$ cat src/rtl/rd_arbiter.sv
// Round-robin arbiter sharing one async-FIFO read port among NREQ read-domain
// consumers. Bursts are capped at BURST pops and a grant stalled on empty is
// released after HOLD cycles.
module rd_arbiter #(
  parameter int unsigned NREQ  = 4,
  parameter int unsigned DSIZE = 8,
  parameter int unsigned BURST = 4,
  parameter int unsigned HOLD  = 8
) (
  input  logic             rclk,
  input  logic             rrst,
  input  logic [NREQ-1:0]  req,
  input  logic             fifo_empty,
  input  logic [DSIZE-1:0] fifo_rdata,
  output logic             fifo_ren,
  output logic [NREQ-1:0]  gnt,
  output logic [NREQ-1:0]  rd_ack,
  output logic [DSIZE-1:0] rd_data,
  output logic             busy
);

  localparam int unsigned IW = $clog2(NREQ);
  localparam int unsigned CW = $clog2(BURST + 1);
  localparam int unsigned HW = $clog2(HOLD + 1);

  typedef enum logic {
    IDLE  = 1'b0,
    GRANT = 1'b1
  } state_t;

  state_t            state_q;
  logic [IW-1:0]     owner_q;
  logic [IW-1:0]     last_q;
  logic [CW-1:0]     cnt_q;
  logic [HW-1:0]     hold_q;
  logic [NREQ-1:0]   gnt_q;

  logic [NREQ-1:0]   own_oh;
  logic              req_own;
  logic              in_grant;
  logic              fire;
  logic              burst_done;
  logic              stall_out;
  logic              drop;

  logic [IW-1:0]     cand;
  logic [IW-1:0]     pick_idx;
  logic              pick_vld;

  // Pop qualification and release conditions for the current owner
  assign own_oh     = NREQ'(1) << owner_q;
  assign req_own    = req[owner_q];
  assign in_grant   = (state_q == GRANT);
  assign fire       = in_grant & req_own & ~fifo_empty & ~rrst;
  assign burst_done = fire & (cnt_q == CW'(BURST - 1));
  assign stall_out  = in_grant & req_own & fifo_empty & (hold_q == HW'(HOLD - 1));
  assign drop       = in_grant & (burst_done | ~req_own | stall_out);

  assign fifo_ren = fire;
  assign rd_ack   = fire ? own_oh : '0;
  assign rd_data  = fifo_rdata;
  assign gnt      = gnt_q;
  assign busy     = |gnt_q;

  // Round-robin search starting just after the last served requester
  always_comb begin
    pick_vld = 1'b0;
    pick_idx = '0;
    cand     = '0;
    for (int unsigned k = 1; k <= NREQ; k++) begin
      cand = IW'((32'(last_q) + k) % NREQ);
      if (!pick_vld && req[cand]) begin
        pick_vld = 1'b1;
        pick_idx = cand;
      end
    end
  end

  // Grant state machine with burst and empty-stall counters
  always_ff @(posedge rclk) begin
    if (rrst) begin
      state_q <= IDLE;
      owner_q <= '0;
      last_q  <= IW'(NREQ - 1);
      cnt_q   <= '0;
      hold_q  <= '0;
      gnt_q   <= '0;
    end else begin
      case (state_q)
        IDLE: begin
          if (pick_vld && !fifo_empty) begin
            state_q <= GRANT;
            owner_q <= pick_idx;
            gnt_q   <= NREQ'(1) << pick_idx;
            cnt_q   <= '0;
            hold_q  <= '0;
          end
        end
        GRANT: begin
          if (drop) begin
            state_q <= IDLE;
            last_q  <= owner_q;
            gnt_q   <= '0;
            cnt_q   <= '0;
            hold_q  <= '0;
          end else if (fire) begin
            cnt_q  <= cnt_q + CW'(1);
            hold_q <= '0;
          end else if (req_own && fifo_empty) begin
            hold_q <= hold_q + HW'(1);
          end
        end
        default: begin
          state_q <= IDLE;
          gnt_q   <= '0;
        end
      endcase
    end
  end

endmodule

$ cat config.mk
export PLATFORM = sky130hd
export DESIGN_NAME = rd_arbiter
export DESIGN_NICKNAME = d
export VERILOG_FILES = /design/src/rtl/rd_arbiter.sv
export SDC_FILE = /design/constraint.sdc
export NUM_CORES = 1
export LEC_CHECK = 0
export BUFFER_PORTS_ARGS = -buffer_cell sky130_fd_sc_hd__buf_2
export CAP_MARGIN = 20
export CORE_UTILIZATION = 25
export DETAILED_ROUTE_END_ITERATION = 12
export MAX_ROUTING_LAYER = met4
export PLACE_DENSITY = 0.42
export SYNTH_ARGS = -nofsm -noshare
export SYNTH_HDL_FRONTEND = slang
export SYNTH_SLANG_ARGS = --single-unit
$ cat constraint.sdc
create_clock -name rclk -period 1.96 [get_ports rclk]
set_input_delay 0.196 -clock rclk [delete_from_list [all_inputs] [get_ports rclk]]
set_output_delay 0.196 -clock rclk [all_outputs]
set_load 0.05 [all_outputs]
---- Word-level counts from Yosys, hierarchy flattened ----
Cells that the tools add are included.
word-level totals
  register bits after elaboration ......... 16
  bits of input ports ..................... 15
  output and inout bits ................... 18
cells by class
  add/subtract/negate cells ............... 6
  $lt $le $gt $ge ......................... 5
  equality and inequality tests ........... 6
  shift operators ......................... 2
  muxes and demuxes ....................... 34
  bitwise operators ....................... 13
  reductions and logical operators ........ 15
operators with widths
  operator             number
  $mux 4               7
  $pmux 4 s2           2
  $lt 2x3->1 const B   5
  $mux 1               11
  $bmux 1 s2           5
  $reduce_and 2->1     5
  $mux 3               3
  $mux 2               4
  $shl 1x2->4 const A  2
  $and 1x1->1          7
  $pmux 3 s2           1
  $logic_and 1x1->1    5
  $add 2x1->2 const B  2
  $add 2x2->2 const B  2
  $add 4x1->4 const B  1
  $eq 4x3->1 const B   1
  $logic_not 1->1      4
  $ne 4x1->1 const B   1
  $not 1->1            4
  $reduce_or 4->1      1
  $add 3x1->3 const B  1
  $eq 3x2->1 const B   1
  $ne 3x1->1 const B   1
  $ne 2x1->1 const B   1
  other kinds (3)      4

---- Longest topological paths before layout ----
Gate-level depths: netlist (run 1).
  depth after elaboration ................. 16
  depth in mapped cells ................... 6

---- Worst setup path before layout (run 1) ----
Ideal clock, no wire load.
  path kind ............................... register to output
  from .................................... reg state_q (netlist: in_grant)
  to ...................................... out rd_ack[1]
  data arrival time ....................... 2.227 ns
  data required time ...................... 1.764 ns
  slack ................................... -0.463 ns
  cell stages (with the launch flop) ...... 5
  buffers on the path ..................... 0
  path through ............................ dfxtp_1 > or3b_1 > o32ai_2 > nand2b_1 > nor3b_1
on the way
  longest elaborated chain between the ends .. 4
ends and longest elaborated chain
  item                       RTL line  RTL
  start: declaration         31        state_t state_q;
  start signal: assignment   82        state_q <= IDLE;
  start signal: assignment   92        state_q <= GRANT;
  start signal: assignment   101       state_q <= IDLE;
  $and 1x1->1 (3 in series)  54        assign fire = in_grant & req_own & ~fifo_empty & ~rrst;
  $mux 4                     60        assign rd_ack = fire ? own_oh : '0;
  end: declaration           17        output logic [NREQ-1:0] rd_ack,
Every way passes these cells.

---- Worst setup path in the final report (run 1) ----
  from .................................... reg owner_q[1]
  to ...................................... out rd_ack[0]
on the way
  longest elaborated chain between the ends .. 6
  elaborated cells between the ends (all ways) .. 7
  classes of those cells .................. 1 x shift; 3 x mux; 3 x bitwise
ends and longest elaborated chain
  item                          RTL line  RTL
  start: declaration            32        logic [IW-1:0] owner_q;
  start signal: assignment      93        owner_q <= pick_idx;
  $bmux 1 s2                    52        assign req_own = req[owner_q];
  $mux 1 (not written as such)  52
  $and 1x1->1 (3 in series)     54
  $mux 4 *                      60
Mark *: on every way between the ends. The rest lies on a longest branch, timed or not. The select of a mux whose other input is x is not followed.

==> qor.yml, run 1 <==
sta:
  clock_skew_ns: 0.00458
  finalHoldViolations: 0
  tightest_slew_ns: 0.513
  max_slew_margin: 0.655
  layout_setup_ws_ns: 0.0723
  fmax_ghz: 0.530
  setup_viol: 0
  finalMaxSlewViolations: 0
  period_minus_slack_ns: 1.89
  fin_setup_tns_ns: 0
  period_share: 0.963
global_routing:
  overflow: 0
  antenna_found_initial: 0
  grt_pass1_vias: 786
  grt_pass1_wl_um: 3560
  grt_start_max_net_pins: 14
  grt_use_total: 0.116
layout:
  nNetsFinal: 143
  diodes: 0
  num-fill-cells: 391
  post_route_cells_drive_above_1_share: 0.419
  stdcell_count: 172
  final_core_util: 0.335
  mostFrequentLayoutCells: "dfxtp_1, buf_2, buf_4, nor2_1, nand2b_1"
  final_common_cell: "dfxtp_1"
  syn_to_final_growth_pct: 27.8
synthesis:
  synth_cell_types: 43
  synthesis.nets: 124
  yosysSeqAreaShare: 0.334
  ys_seq_elements: 16
  avgSynthCellArea_sq_um: 9.05
  mappedNetlistArea_sq_um: 960
  netlist_instances: 106
  yosys_warnings: 0
route:
  num_vias: 841
  drc: 0
  antenna_left: 0
  drt_iter0_markers: 34
  wire_per_inst_um: 13.0
  first_pass_iters: 2
  viasPerCell: 4.89
  routed_wl_um: 2240
clock_network:
  h-tree-depth: 1
  ctsHoldBuffers: 0
  cts_tree: "built"
  path_clk_slew_ns: 0.07
  clock-sinks: 16
  worst_skew_pair.late_latency_ns: 0.26
  ctsLongestPathBuffers: 2
  cts-root-buf: "clkbuf_8"
  cts_made_buffers: 3
die:
  die_h_um: 64.0
  pin_count: 33
  initial_core_util: 0.262
  num_rows: 22
  die_width_um: 64.0
  die_area_sq_mm: 0.00409
  core_area_sq_mm: 0.00366
run:
  drv_cap: 0
hold_path:
  hold_path_class: "in -> reg"
placed_design:
  post-place-ws_ns: 0.131
  dpl.hpwl_um: 1680
  routabilityCongestion: 0.697
  numPortBuffers: 16
  dp_cells: 164
power_and_ir_drop:
  switchingPower_w: 0.000255
  finalPower_w: 0.000855
  pwr-share-clk: 0.353
  cellLeakagePower_nw: 0.491
  comb_power_share: 0.230
  ir_drop_v: 0.000352
  power_density_mw_per_mm2: 697
  internal_power_w: 0.000600
  swShare: 0.299
  p_seq_frac: 0.417
worst_setup_path:
  crit_type: "reg -> out"
  required_ns: 1.76
  arrival_ns: 1.69
  critPathMaxFanout: 4
  end_kind: "output port"
  start_kind: "flop"
outcome:
  status: "finished clean"
==> layer usage <==
layer | up-vias | part of all wire | global-route usage
met2 | 11 | 0.46 | 0.174
met4 | 0 | 0.0085 | 0.0398
met1 | 398 | 0.48 | 0.145
li1 | 428 | - | -
met3 | 4 | 0.044 | 0.0393
met5 | - | 0 | -
==> per-stage QoR <==
stage / area [sq um] / hold slack (ns)
floorplan: 980 / 0.426
global placement: 1080 / 0.392
detailed placement: 1080 / 0.392
CTS: 1180 / 0.291
global route: 1230 / 0.323
finish: 1230 / 0.302
==> state kept, by name, indices dropped and copies added (netlist names) <==
| signal | flops |
|---|---|
| gnt | 4 |
| hold_q | 4 |
| cnt_q | 3 |
| last_q | 2 |
| owner_q | 2 |
| in_grant | 1 |
==> synthesized netlist by cell type, drive strengths merged <==
cell | instances | area share
nand2b | 6 | 0.039
a31oi | 2 | 0.013
a221oi | 1 | 0.0091
o22a | 1 | 0.0091
inv | 3 | 0.012
o31ai | 1 | 0.0078
nand3 | 4 | 0.021
clkbuf | 2 | 0.0078
a211oi | 1 | 0.0078
nor3b | 3 | 0.023
o21ai | 7 | 0.044
nand3b | 1 | 0.0078
o211ai | 1 | 0.0078
nor4 | 2 | 0.020
a221o | 1 | 0.010
dfxtp | 16 | 0.33
mux2i | 3 | 0.035
buf | 9 | 0.070
or2 | 1 | 0.0065
or4 | 1 | 0.0078
a211o | 1 | 0.0091
mux2 | 3 | 0.035
o2bb2ai | 2 | 0.018
o32ai | 1 | 0.017
nor3 | 3 | 0.016
a22o | 2 | 0.018
a21oi | 2 | 0.010
o21a | 1 | 0.0078
o32a | 1 | 0.012
ha | 3 | 0.039
a32o | 2 | 0.021
nand2 | 4 | 0.016
o21ba | 1 | 0.010
and3 | 1 | 0.0065
nand4b | 1 | 0.0091
a2bb2oi | 1 | 0.0091
nor2 | 9 | 0.035
a21o | 1 | 0.0078
or3b | 1 | 0.0091
==> final timing paths <==
check / from / to / slack (ns) / depth (start not counted)
worst max-delay path: owner_q[1] / rd_ack[0] / 0.07 / 6
worst min-delay path: rrst / owner_q[1] / 0.30 / 3
worst max register to register: owner_q[0] / cnt_q[0] / 0.38 / 5
worst min register to register: cnt_q[2] / cnt_q[2] / 0.46 / 1
==> cell type report <==
class,count,area [sq um],area share
clock buffers,4,55.1,0.0449
well taps,48,60.1,0.0490
repair buffers,25,169,0.138
inverters,3,15.0,0.0122
multi-input cells,76,603,0.492
flip-flops and latches,16,324,0.264
==> timing repair <==
action,CTS,global route
buffers inserted,3,1
gates resized for setup,8,8
pin swaps,0,1
endpoints found under the setup margin,3,5
==> worst max-delay path: stages, from the launching register on <==
cell,delay (ns)
dfxtp_2,0.33
or3b_4,0.41
o32ai_4,0.15
nand2b_4,0.11
buf_4,0.15
nor3_4,0.11
buf_6,0.18
==> power by group through the flow <==
stage               combinational (W)  sequential, W  clock [W]
CTS                          0.000186       0.000355   0.000315
global route                 0.000213       0.000359   0.000327
floorplan                    0.000154       0.000377          0
global placement             0.000175       0.000361          0
finish                       0.000197       0.000357   0.000302
detailed placement           0.000176       0.000362          0
==> cells by family (layout without fill, tap and decap cells) <==
| logic type | Yosys count | after routing | share of synthesized area |
|---|---|---|---|
| adder cells (fa/ha/maj) | 3 | 3 | 0.0391 |
| AO/OA/AOI/OAI | 30 | 30 | 0.250 |
| multiplexers | 6 | 6 | 0.0704 |
| buffers and inverters | 14 | 32 | 0.0900 |
| flip-flops | 16 | 16 | 0.334 |
| AND/OR/NAND/NOR | 37 | 37 | 0.216 |
Power figures use the tool's default switching activity.
==> inputs of run 2 (changes only) <==
--- a/config.mk
+++ b/config.mk
@@ -11,6 +11,7 @@
 export DETAILED_ROUTE_END_ITERATION = 12
 export MAX_ROUTING_LAYER = met4
 export PLACE_DENSITY = 0.42
+export SETUP_SLACK_MARGIN = 0.3
 export SYNTH_ARGS = -nofsm -noshare
 export SYNTH_HDL_FRONTEND = slang
 export SYNTH_SLANG_ARGS = --single-unit
==> qor.yml, run 2 (synthesis results as in run 1) <==
outcome:
  status: "finished clean"
clock_network:
  cts_tree: "built"
  cts_made_buffers: 3
  ctsHoldBuffers: 0
  ctsLongestPathBuffers: 2
  worst_skew_pair.late_latency_ns: 0.25
  h-tree-depth: 1
  clock-sinks: 16
  cts-root-buf: "clkbuf_8"
  path_clk_slew_ns: 0.07
route:
  drc: 0
  antenna_left: 0
  routed_wl_um: 2210
  first_pass_iters: 4
  viasPerCell: 4.95
  wire_per_inst_um: 12.9
  drt_iter0_markers: 18
  num_vias: 846
worst_setup_path:
  end_kind: "output port"
  start_kind: "flop"
  required_ns: 1.76
  critPathMaxFanout: 4
  arrival_ns: 1.70
  crit_type: "reg -> out"
  reg2reg_depth: 5
layout:
  mostFrequentLayoutCells: "dfxtp_1, buf_2, nor2_1, buf_4, nand2b_1"
  diodes: 0
  post_route_cells_drive_above_1_share: 0.407
  num-fill-cells: 374
  nNetsFinal: 142
  syn_to_final_growth_pct: 34.2
  final_common_cell: "dfxtp_1"
global_routing:
  grt_pass1_wl_um: 3700
  overflow: 0
  grt_pass1_vias: 851
  grt_start_max_net_pins: 14
  grt_use_total: 0.120
  antenna_found_initial: 0
hold_path:
  whs_path_depth: 3
  hold_path_class: "in -> reg"
placed_design:
  routabilityCongestion: 0.755
  dpl.hpwl_um: 1680
  numPortBuffers: 16
sta:
  period_minus_slack_ns: 1.89
  rsz0062_at_grt: "yes"
  setup_viol: 0
  hold_ws_ns: 0.314
  period_share: 0.965
  max_slew_margin: 0.509
  finalHoldViolations: 0
  tightest_slew_ns: 0.729
  fmax_ghz: 0.529
  finalMaxSlewViolations: 0
  clock_skew_ns: 0.00665
die:
  core_area_sq_mm: 0.00366
  die_width_um: 64.0
  pin_count: 33
  die_area_sq_mm: 0.00409
  initial_core_util: 0.262
  die_h_um: 64.0
  num_rows: 22
power_and_ir_drop:
  power_density_mw_per_mm2: 666
  cellLeakagePower_nw: 0.497
  finalPower_w: 0.000858
  ir_drop_v: 0.000286
run:
  drv_cap: 0
run 2: timing repair:
action / in CTS / in global routing
setup buffers: 4 / 1
pin swaps: 1 / 1
resized for setup: 16 / 3
endpoints found under the setup margin: 6 / 9
run 2: worst paths after layout:
path | start | end | slack (ns)
worst max-delay path | in_grant | rd_ack[3] | 0.07
worst min-delay path | rrst | owner_q[1] | 0.31
worst max register to register | owner_q[0] | cnt_q[0] | 0.35
worst min register to register | cnt_q[2] | cnt_q[2] | 0.46
run 2: metrics by stage:
step                      TNS [ns]  worst slack, ns   util  area (sq um)  instances
final                            0           0.0688  0.352          1290        171
after CTS                        0           0.0635  0.346          1260        170
after global placement           0            0.149  0.310          1130        162
after floorplan                  0            0.127      -          1050        106
after detailed placement         0            0.124  0.310          1130        162
after global routing      -0.00968         -0.00968  0.352          1290        171
run 2: routing by layer:
layer / wire length [um] / up-vias / track usage
met5: 0 / - / -
met4: 76 / 0 / 0.0795
met3: 104 / 14 / 0.0232
met2: 974 / 20 / 0.180
met1: 1050 / 383 / 0.146
li1: - / 429 / -
run 2: power by group:
part	total [W]	switching, W	leakage, nW	internal [W]
Sequential	0.000359	0.0000174	0.132	0.000342
Clock	0.000293	0.000115	0.0288	0.000178
Combinational	0.000206	0.000122	0.336	0.0000841
run 2: critical path, cell delays in order, from the launching register on:
cell and delay, ns:
dfxtp_4 0.36, or3b_4 0.39, o32ai_4 0.14, nand2b_4 0.14, clkinvlp_4 0.09, and3_4 0.18, buf_8 0.14
run 2: final cells by class:
type / instances / area [sq um] / share of cell area
multi-input combinational: 76 / 649 / 0.504
sequential: 16 / 329 / 0.256
timing repair buffer: 24 / 179 / 0.139
tap: 48 / 60.1 / 0.0466
clock buffer: 4 / 55.1 / 0.0428
inverter: 3 / 15.0 / 0.0117
